### src/rtl/dm_access_arbiter.sv
`timescale 1ns/1ps
`default_nettype none
// +--------------------------------------------------------------------------+
// | Module   : dm_access_arbiter                                             |
// | Brief    : Shares a word-wide data memory between CPU and DMA requesters,|
// |            with read-modify-write for partial byte-enable stores.        |
// | Options  : DM_ARB_ROUND_ROBIN_EN selects round-robin instead of          |
// |            fixed CPU priority on simultaneous requests.                  |
// | Revision : 1.0 - initial release                                         |
// +--------------------------------------------------------------------------+
module dm_access_arbiter #(
    parameter int WORD_BITS = 10
) (
    input  logic        clk,
    input  logic        Reset,
    input  logic        cpu_req,
    input  logic        cpu_we,
    input  logic [3:0]  cpu_be,
    input  logic [31:0] cpu_addr,
    input  logic [31:0] cpu_wdata,
    output logic        cpu_ack,
    output logic [31:0] cpu_rdata,
    output logic        cpu_err,
    input  logic        dma_req,
    input  logic        dma_we,
    input  logic [3:0]  dma_be,
    input  logic [31:0] dma_addr,
    input  logic [31:0] dma_wdata,
    output logic        dma_ack,
    output logic [31:0] dma_rdata,
    output logic        dma_err,
    output logic        dm_we,
    output logic [31:0] dm_waddr,
    output logic [31:0] dm_wdata,
    output logic [31:0] dm_raddr,
    input  logic [31:0] dm_rdata
);

    typedef enum logic [1:0] {
        S_IDLE   = 2'd0,
        S_ACCESS = 2'd1,
        S_MERGE  = 2'd2,
        S_DONE   = 2'd3
    } state_t;

    localparam logic ID_CPU = 1'b0;
    localparam logic ID_DMA = 1'b1;

    state_t      state_q, state_d;
    logic        we_q;
    logic [3:0]  be_q;
    logic [31:0] addr_q;
    logic [31:0] wdata_q;
    logic [31:0] merge_q;
    logic        id_q;
    logic [31:0] cpu_rdata_q, dma_rdata_q;
    logic        cpu_err_q, dma_err_q;

    logic        grant_dma;
    logic        any_req;
    logic        addr_err;
    logic        partial;
    logic        finish;
    logic [31:0] byte_mask;
    logic [31:0] rdata_d;
    logic        err_d;
    logic        we_c;
    logic [31:0] waddr_c, wdata_c, raddr_c;

    assign any_req = cpu_req | dma_req;

`ifdef DM_ARB_ROUND_ROBIN_EN
    // High when DMA holds priority for the next tie; it flips to the loser on every grant.
    logic prio_dma_q;

    assign grant_dma = dma_req & (~cpu_req | prio_dma_q);

    always_ff @(posedge clk) begin
        if (Reset) begin
            prio_dma_q <= 1'b0;
        end else if (state_q == S_IDLE && any_req) begin
            prio_dma_q <= ~grant_dma;
        end
    end
`else
    assign grant_dma = dma_req & ~cpu_req;
`endif

    assign addr_err  = |addr_q[31:WORD_BITS+2];
    assign partial   = we_q & (be_q != 4'h0) & (be_q != 4'hF);
    assign byte_mask = {{8{be_q[3]}}, {8{be_q[2]}}, {8{be_q[1]}}, {8{be_q[0]}}};

    always_comb begin
        state_d = state_q;
        we_c    = 1'b0;
        waddr_c = 32'h0;
        wdata_c = 32'h0;
        raddr_c = 32'h0;
        rdata_d = 32'h0;
        err_d   = 1'b0;
        finish  = 1'b0;
        case (state_q)
            S_IDLE: begin
                if (any_req) begin
                    state_d = S_ACCESS;
                end
            end
            S_ACCESS: begin
                if (addr_err) begin
                    err_d   = 1'b1;
                    finish  = 1'b1;
                    state_d = S_DONE;
                end else begin
                    raddr_c = addr_q;
                    if (!we_q) begin
                        rdata_d = dm_rdata;
                        finish  = 1'b1;
                        state_d = S_DONE;
                    end else if (be_q == 4'hF) begin
                        we_c    = 1'b1;
                        waddr_c = addr_q;
                        wdata_c = wdata_q;
                        finish  = 1'b1;
                        state_d = S_DONE;
                    end else if (be_q == 4'h0) begin
                        finish  = 1'b1;
                        state_d = S_DONE;
                    end else begin
                        state_d = S_MERGE;
                    end
                end
            end
            S_MERGE: begin
                we_c    = 1'b1;
                waddr_c = addr_q;
                wdata_c = (wdata_q & byte_mask) | (merge_q & ~byte_mask);
                finish  = 1'b1;
                state_d = S_DONE;
            end
            S_DONE: begin
                state_d = S_IDLE;
            end
            default: begin
                state_d = S_IDLE;
            end
        endcase
    end

    // Memory-side outputs are gated by reset so an aborted transaction never writes.
    assign dm_we    = we_c & ~Reset;
    assign dm_waddr = Reset ? 32'h0 : waddr_c;
    assign dm_wdata = Reset ? 32'h0 : wdata_c;
    assign dm_raddr = Reset ? 32'h0 : raddr_c;

    always_ff @(posedge clk) begin
        if (Reset) begin
            state_q     <= S_IDLE;
            we_q        <= 1'b0;
            be_q        <= 4'h0;
            addr_q      <= 32'h0;
            wdata_q     <= 32'h0;
            merge_q     <= 32'h0;
            id_q        <= ID_CPU;
            cpu_rdata_q <= 32'h0;
            cpu_err_q   <= 1'b0;
            dma_rdata_q <= 32'h0;
            dma_err_q   <= 1'b0;
        end else begin
            state_q <= state_d;
            if (state_q == S_IDLE && any_req) begin
                id_q    <= grant_dma ? ID_DMA : ID_CPU;
                we_q    <= grant_dma ? dma_we    : cpu_we;
                be_q    <= grant_dma ? dma_be    : cpu_be;
                addr_q  <= grant_dma ? dma_addr  : cpu_addr;
                wdata_q <= grant_dma ? dma_wdata : cpu_wdata;
            end
            if (state_q == S_ACCESS && partial && !addr_err) begin
                merge_q <= dm_rdata;
            end
            // Only the winner's result registers move; the other port holds its last result.
            if (finish) begin
                if (id_q == ID_DMA) begin
                    dma_rdata_q <= rdata_d;
                    dma_err_q   <= err_d;
                end else begin
                    cpu_rdata_q <= rdata_d;
                    cpu_err_q   <= err_d;
                end
            end
        end
    end

    assign cpu_ack   = (state_q == S_DONE) && (id_q == ID_CPU) && !Reset;
    assign dma_ack   = (state_q == S_DONE) && (id_q == ID_DMA) && !Reset;
    assign cpu_rdata = cpu_rdata_q;
    assign cpu_err   = cpu_err_q;
    assign dma_rdata = dma_rdata_q;
    assign dma_err   = dma_err_q;

endmodule
`default_nettype wire

### config.mk
export PLATFORM = sky130hd
export DESIGN_NAME = dm_access_arbiter
export DESIGN_NICKNAME = d
export VERILOG_FILES = /design/src/rtl/dm_access_arbiter.sv
export SDC_FILE = /design/constraint.sdc
export NUM_CORES = 1
export LEC_CHECK = 0
export CAP_MARGIN = 20
export CORE_MARGIN = 3
export CORE_UTILIZATION = 30
export CTS_CLUSTER_DIAMETER = 50
export DETAILED_ROUTE_END_ITERATION = 10
export PLACE_DENSITY = 0.59
export SETUP_SLACK_MARGIN = 0.05
export SLEW_MARGIN = 5
export SYNTH_ARGS = -nofsm -noshare
export SYNTH_HDL_FRONTEND = slang
export SYNTH_SLANG_ARGS = --single-unit
### constraint.sdc
create_clock -name clk -period 3.14 [get_ports clk]
set_input_delay 0.785 -clock clk [delete_from_list [all_inputs] [get_ports clk]]
set_output_delay 0.785 -clock clk [all_outputs]
set_load 0.03 [all_outputs]
==> results.tsv, run 1 <==
metric	value	unit
static leakage	0.00454	uW
Fin. Hold Viols	0	
VDD IR max	0.000291	V
Routed Antenna Nets	0	
maximum buffer depth of the clock tree	2	
ys async rst share	0	%
DP HPWL	18500	um
unrepaired setup endpoints after global routing	true	
Post-synth EDFFs	0	
drt wl/cell	18.0	um
non-filler instance count after layout	1469	
final global-route overflow total	0	
pwr/cell area	561	nW/um^2
DRT Wirelength	26400	um
Clock transition at path regs	0.07	ns
Yosys top cell area share	45.5	%
Final WS setup	0.00429	ns
synthesized cell area	7480	sq um
CTS tree	built	
Ys Warns	0	
H-tree levels	4	
Routability Congestion	0.810	
Core Region	24400	sq um
most frequent cells in the layout	clkdlybuf4s50_1, dfxtp_1, nand2_1	
CTS buffer count	17	
# clock sinks	170	
fmax	319	MHz
first-pass GRT wire length	38700	um
max-cap check violation count	0	
nets	1311	
antenna violations before repair	0	
CP startpoint	addr_q[18]	
Most used DFF post-synth	dfxtp_1	
Final Critical Period	3.14	ns
worst skew pair latency	0.43	ns
DR DRC count	0	
Yosys cell types	39	
Via density	4.78	
nature of the critical path startpoint	register	
DP Area	10700	sq um
placed cell count	1424	
Avg Cell Area, Syn	8.96	sq um
final count of negative-setup-slack endpoints	0	
drt pass-1 iters	4	
DIE HEIGHT	164	um
Synth area leaders	dfxtp_1, mux2i_1, a22o_1	
Final period util	99.9	%
Initial Util	30.7	%
FP Rows	57	
cell chain of the critical path	nor4_2, and4_4, nand2_4, o31a_1, buf_6, clkbuf_16, o22ai_4, buf_6	
largest net degree at the start of global routing	67	
clk root buf	clkbuf_16	
critical path arrival	2.35	ns
Top Ports	339	
Starting DRT DRC Count	408	
critical path fanouts, max	8	
Worst Setup Path Type	reg -> out	
CP delay by family, top	simple AND/OR/NAND/NOR gates	
Worst setup EP type	output pin	
Final Slew Violations	0	
Seq cells post-synth	170	
Final Cell Area	12300	sq um
Worst path slowest cell	dfxtp_1	
n_diodes	0	
worst min-delay path class	reg -> reg	
commonest non-fill, non-tap cell in the layout	clkdlybuf4s50_1	
hold_buf cts	0	
Synth Instances	835	
Req. time, crit path	2.35	ns
setup TNS	0	ns
GRT Total Usage	18.4	%
slowest stage delay, CP	0.35	ns
Crit path buffers/inverters	3	
vias in the first global route	6800	
sequential fraction of the synthesis area	45.5	%
setup slack at placement	0.156	ns
layout cells sized above 1	20.3	%
IO buf count	318	
status	complete, no violations	
FF-to-FF Start	be_q[2]	
via count	7021	
Worst Skew	0.0149	ns
chip width	164	um
hold path start	merge_q[2]	
area delta synth->final	64.7	%
Slew @ Worst Pin	0.766	ns
die area	26900	sq um
relative slew slack	48.9	%
post-synth top area cell	dfxtp_1	
Critical Path Most Common Cell	buf_6	
==> flip-flops by register name, summed over array words and instances, names as in the netlist <==
name	flops
cpu_err	1
addr_q	32
dma_rdata	32
dma_err	1
merge_q	32
we_q	1
state_q	2
be_q	4
id_q	1
wdata_q	32
cpu_rdata	32
==> through the flow <==
step | power (uW) | utilization, % | hold slack, ns
after floorplan | 3860 | - | 0.432
after global placement | 4470 | 43.8 | 0.440
after detailed placement | 4490 | 43.8 | 0.446
after CTS | 6830 | 48.4 | 0.459
after global routing | 7300 | 50.5 | 0.466
final | 6910 | 50.5 | 0.457
==> area by class of cell <==
type | count | area [sq um]
flip-flops and latches | 170 | 3420
multi-input cells | 586 | 4240
inverters | 3 | 11.3
fillers | 2246 | 12100
clock buffers | 17 | 425
repair buffers | 354 | 3650
clock inverters | 15 | 174
well taps | 324 | 405
==> power breakdown <==
group	leakage, uW	internal (uW)	switching (uW)
clock network	0.000290	1080	1040
registers	0.00139	2470	251
logic	0.00286	872	1200
==> worst paths after layout <==
| kind | endpoint | slack (ns) | cells after the start |
|---|---|---|---|
| hold / removal | merge_q[2] | 0.46 | 2 |
| setup / recovery | dm_wdata[26] | 0.004 | 8 |
| setup reg to reg | dma_rdata[5] | 0.71 | 6 |
| hold reg to reg | merge_q[2] | 0.46 | 2 |
==> routing by layer <==
layer  global-route usage (%)  vias up  part of all wire [%]
met2                     29.8      236                    47
met3                     4.29       25                   6.0
met5                        0        -                     0
li1                         -     3524                     -
met4                     5.61        0                   1.5
met1                     24.4     3236                    45
==> worst reg2reg max path, cell delays in order, from the launching register on <==
cell	delay [ns]
dfxtp_1	0.31
buf_4	0.24
or4_4	0.46
and3_4	0.21
a41oi_2	0.22
nand2_2	0.46
a22o_1	0.42
==> cells in the mapped netlist (all sizes together) (2+ instances only) <==
cell type,instances
dfxtp,170
nand2,134
nor2,73
a211oi,70
mux2i,69
a22o,64
clkbuf,53
and2,44
buf,42
a21oi,35
o22ai,32
nor2b,6
ha,5
nor4,5
o21ai,5
nand3,4
and3,3
inv,3
and3b,2
and4,2
nand2b,2
nand4,2
==> cell families (layout without fill, tap and decap cells) <==
logic type | count (synthesis) | in the layout | share of synthesized area [%]
mux | 69 | 69 | 9.24
flops | 170 | 170 | 45.5
simple gates | 283 | 283 | 17.2
compound gates | 209 | 209 | 20.4
buf+inv | 98 | 389 | 6.81
fa+ha+maj | 5 | 5 | 0.837
other cells | 1 | 20 | 0.0501
==> timing repair <==
item / in CTS / in global routing
buffers inserted: 8 / 2
gates resized for setup: 76 / 109
cloned: 3 / 1
endpoints found under the setup margin: 74 / 73
pin swaps: 5 / 6
Note: power is estimated with default switching activity, not from simulation.
==> inputs of run 2 (changes only) <==
CORE_UTILIZATION = 42   (was 30)
PLACE_DENSITY = 0.79   (was 0.59)
==> run 2 against run 1 <==
  * The run now ends with setup timing left
  * Sequential power is essentially flat
  * Largest power group unchanged
  * Highest routed layer unchanged
  * Critical endpoint is now dm_wdata[17]
  * Via count grew 2.1%
  * Clock-buffer cell count grew 2
  * Wire length shrank 6.9%
  * Hold slack is essentially flat
  * Die area shrank 28%
  * Core utilization grew 18 points
==> results.tsv, run 2 (synthesis gave the netlist of run 1 again) <==
metric	value	unit
status	complete, but fails checks	
failing checks	setup timing	
Final Critical Period	3.14	ns
DP Area	10600	sq um
most frequent cells in the layout	clkdlybuf4s50_1, dfxtp_1, nand2_1	
slowest stage delay, CP	0.34	ns
Starting DRT DRC Count	399	
H-tree levels	4	
Initial Util	43.1	%
unrepaired setup endpoints after global routing	true	
nature of the critical path startpoint	register	
Final WS setup	-0.00417	ns
Req. time, crit path	2.35	ns
drt pass-1 iters	4	
IO buf count	318	
Top Ports	339	
antenna violations before repair	0	
DRT Wirelength	24600	um
placed cell count	1320	
Worst path slowest cell	dfxtp_1	
fmax	318	MHz
Final Slew Violations	0	
Final period util	100	%
largest net degree at the start of global routing	91	
non-filler instance count after layout	1361	
DP HPWL	17100	um
relative slew slack	46.3	%
Crit path buffers/inverters	3	
worst skew pair latency	0.42	ns
# clock sinks	170	
vias in the first global route	6779	
Worst Skew	0.0106	ns
VDD IR max	0.000494	V
pwr/cell area	579	nW/um^2
Routability Congestion	0.852	
setup slack at placement	0.177	ns
max-cap check violation count	0	
critical path arrival	2.36	ns
chip width	139	um
worst hold slack	0.457	ns
Fin. Hold Viols	0	
final global-route overflow total	0	
cell chain of the critical path	nor4_2, and4_4, nand2_4, o31a_1, buf_4, clkbuf_16, o22ai_1, buf_4	
CTS tree	built	
maximum buffer depth of the clock tree	2	
drt wl/cell	18.1	um
static leakage	0.00451	uW
DR DRC count	0	
worst min-delay path class	reg -> reg	
CP delay by family, top	simple AND/OR/NAND/NOR gates	
area delta synth->final	58.6	%
nets	1302	
clk root buf	clkbuf_16	
Slew @ Worst Pin	0.806	ns
Routed Antenna Nets	0	
Worst setup EP type	output pin	
Core Region	17400	sq um
Worst Setup Path Type	reg -> out	
FP Rows	48	
die area	19400	sq um
via count	7166	
Final Cell Area	11900	sq um
critical path fanouts, max	8	
Via density	5.27	
final count of negative-setup-slack endpoints	1	
layout cells sized above 1	18.8	%
DIE HEIGHT	139	um
GRT Total Usage	23.4	%
n_diodes	0	
Critical Path Most Common Cell	buf_4	
CTS buffer count	17	
first-pass GRT wire length	36900	um
Clock transition at path regs	0.06	ns
commonest non-fill, non-tap cell in the layout	clkdlybuf4s50_1	
## run 2: worst reg2reg max path, cell delays in order, from the launching register on
cell     delay, ns
dfxtp_1       0.31
buf_4         0.21
or4_4         0.45
and3_4        0.20
a41oi_2       0.25
nand2_2       0.43
a22o_1        0.40
## run 2: layer usage
| layer | vias to the layer above | global-route usage (%) | wire [um] | part of all wire, % |
|---|---|---|---|---|
| li1 | 3503 | - | - | - |
| met1 | 3321 | 30.1 | 10200 | 42 |
| met2 | 304 | 39.0 | 12100 | 49 |
| met3 | 38 | 5.05 | 1630 | 6.6 |
| met4 | 0 | 8.03 | 605 | 2.5 |
| met5 | - | 0 | 0 | 0 |
## run 2: final cells by class
cell class,count,area [sq um]
Fill cell,1401,5500
Multi-Input combinational cell,586,4000
Timing Repair Buffer,345,3530
Sequential cell,170,3410
Clock buffer,19,443
Tap cell,225,282
Clock inverter,13,183
Inverter,3,11.3
## run 2: final timing paths
check	slack (ns)	end	depth (start not counted)	start
setup / recovery	-0.004	dm_wdata[17]	8	addr_q[15]
hold reg to reg	0.46	merge_q[6]	2	merge_q[6]
setup reg to reg	0.78	dma_rdata[12]	6	be_q[2]
hold / removal	0.46	merge_q[6]	2	merge_q[6]
## run 2: timing repair
| action | in CTS | in global routing |
|---|---|---|
| hold buffers | 0 | 0 |
| endpoints found under the hold margin | 0 | 0 |
| setup endpoints to repair | 62 | 74 |
| pin swaps | 3 | 12 |
| resized for setup | 35 | 95 |
| gates cloned | 1 | 3 |
| buffers inserted | 1 | 3 |
## run 2: stage by stage
step	utilization (%)	TNS (ns)	power [uW]
detailed placement	61.0	0	4470
floorplan	-	0	3860
global placement	61.0	0	4430
CTS	65.6	0	6750
global route	68.3	-3.75	7240
finish	68.3	-0.00417	6860
## run 2: power breakdown
part           total (uW)  internal [uW]  switching [uW]  leakage (uW)
sequential           2720           2470             254       0.00139
clock                2200           1300             900      0.000304
combinational        1950            838            1110       0.00282
total                6860           4600            2260       0.00451
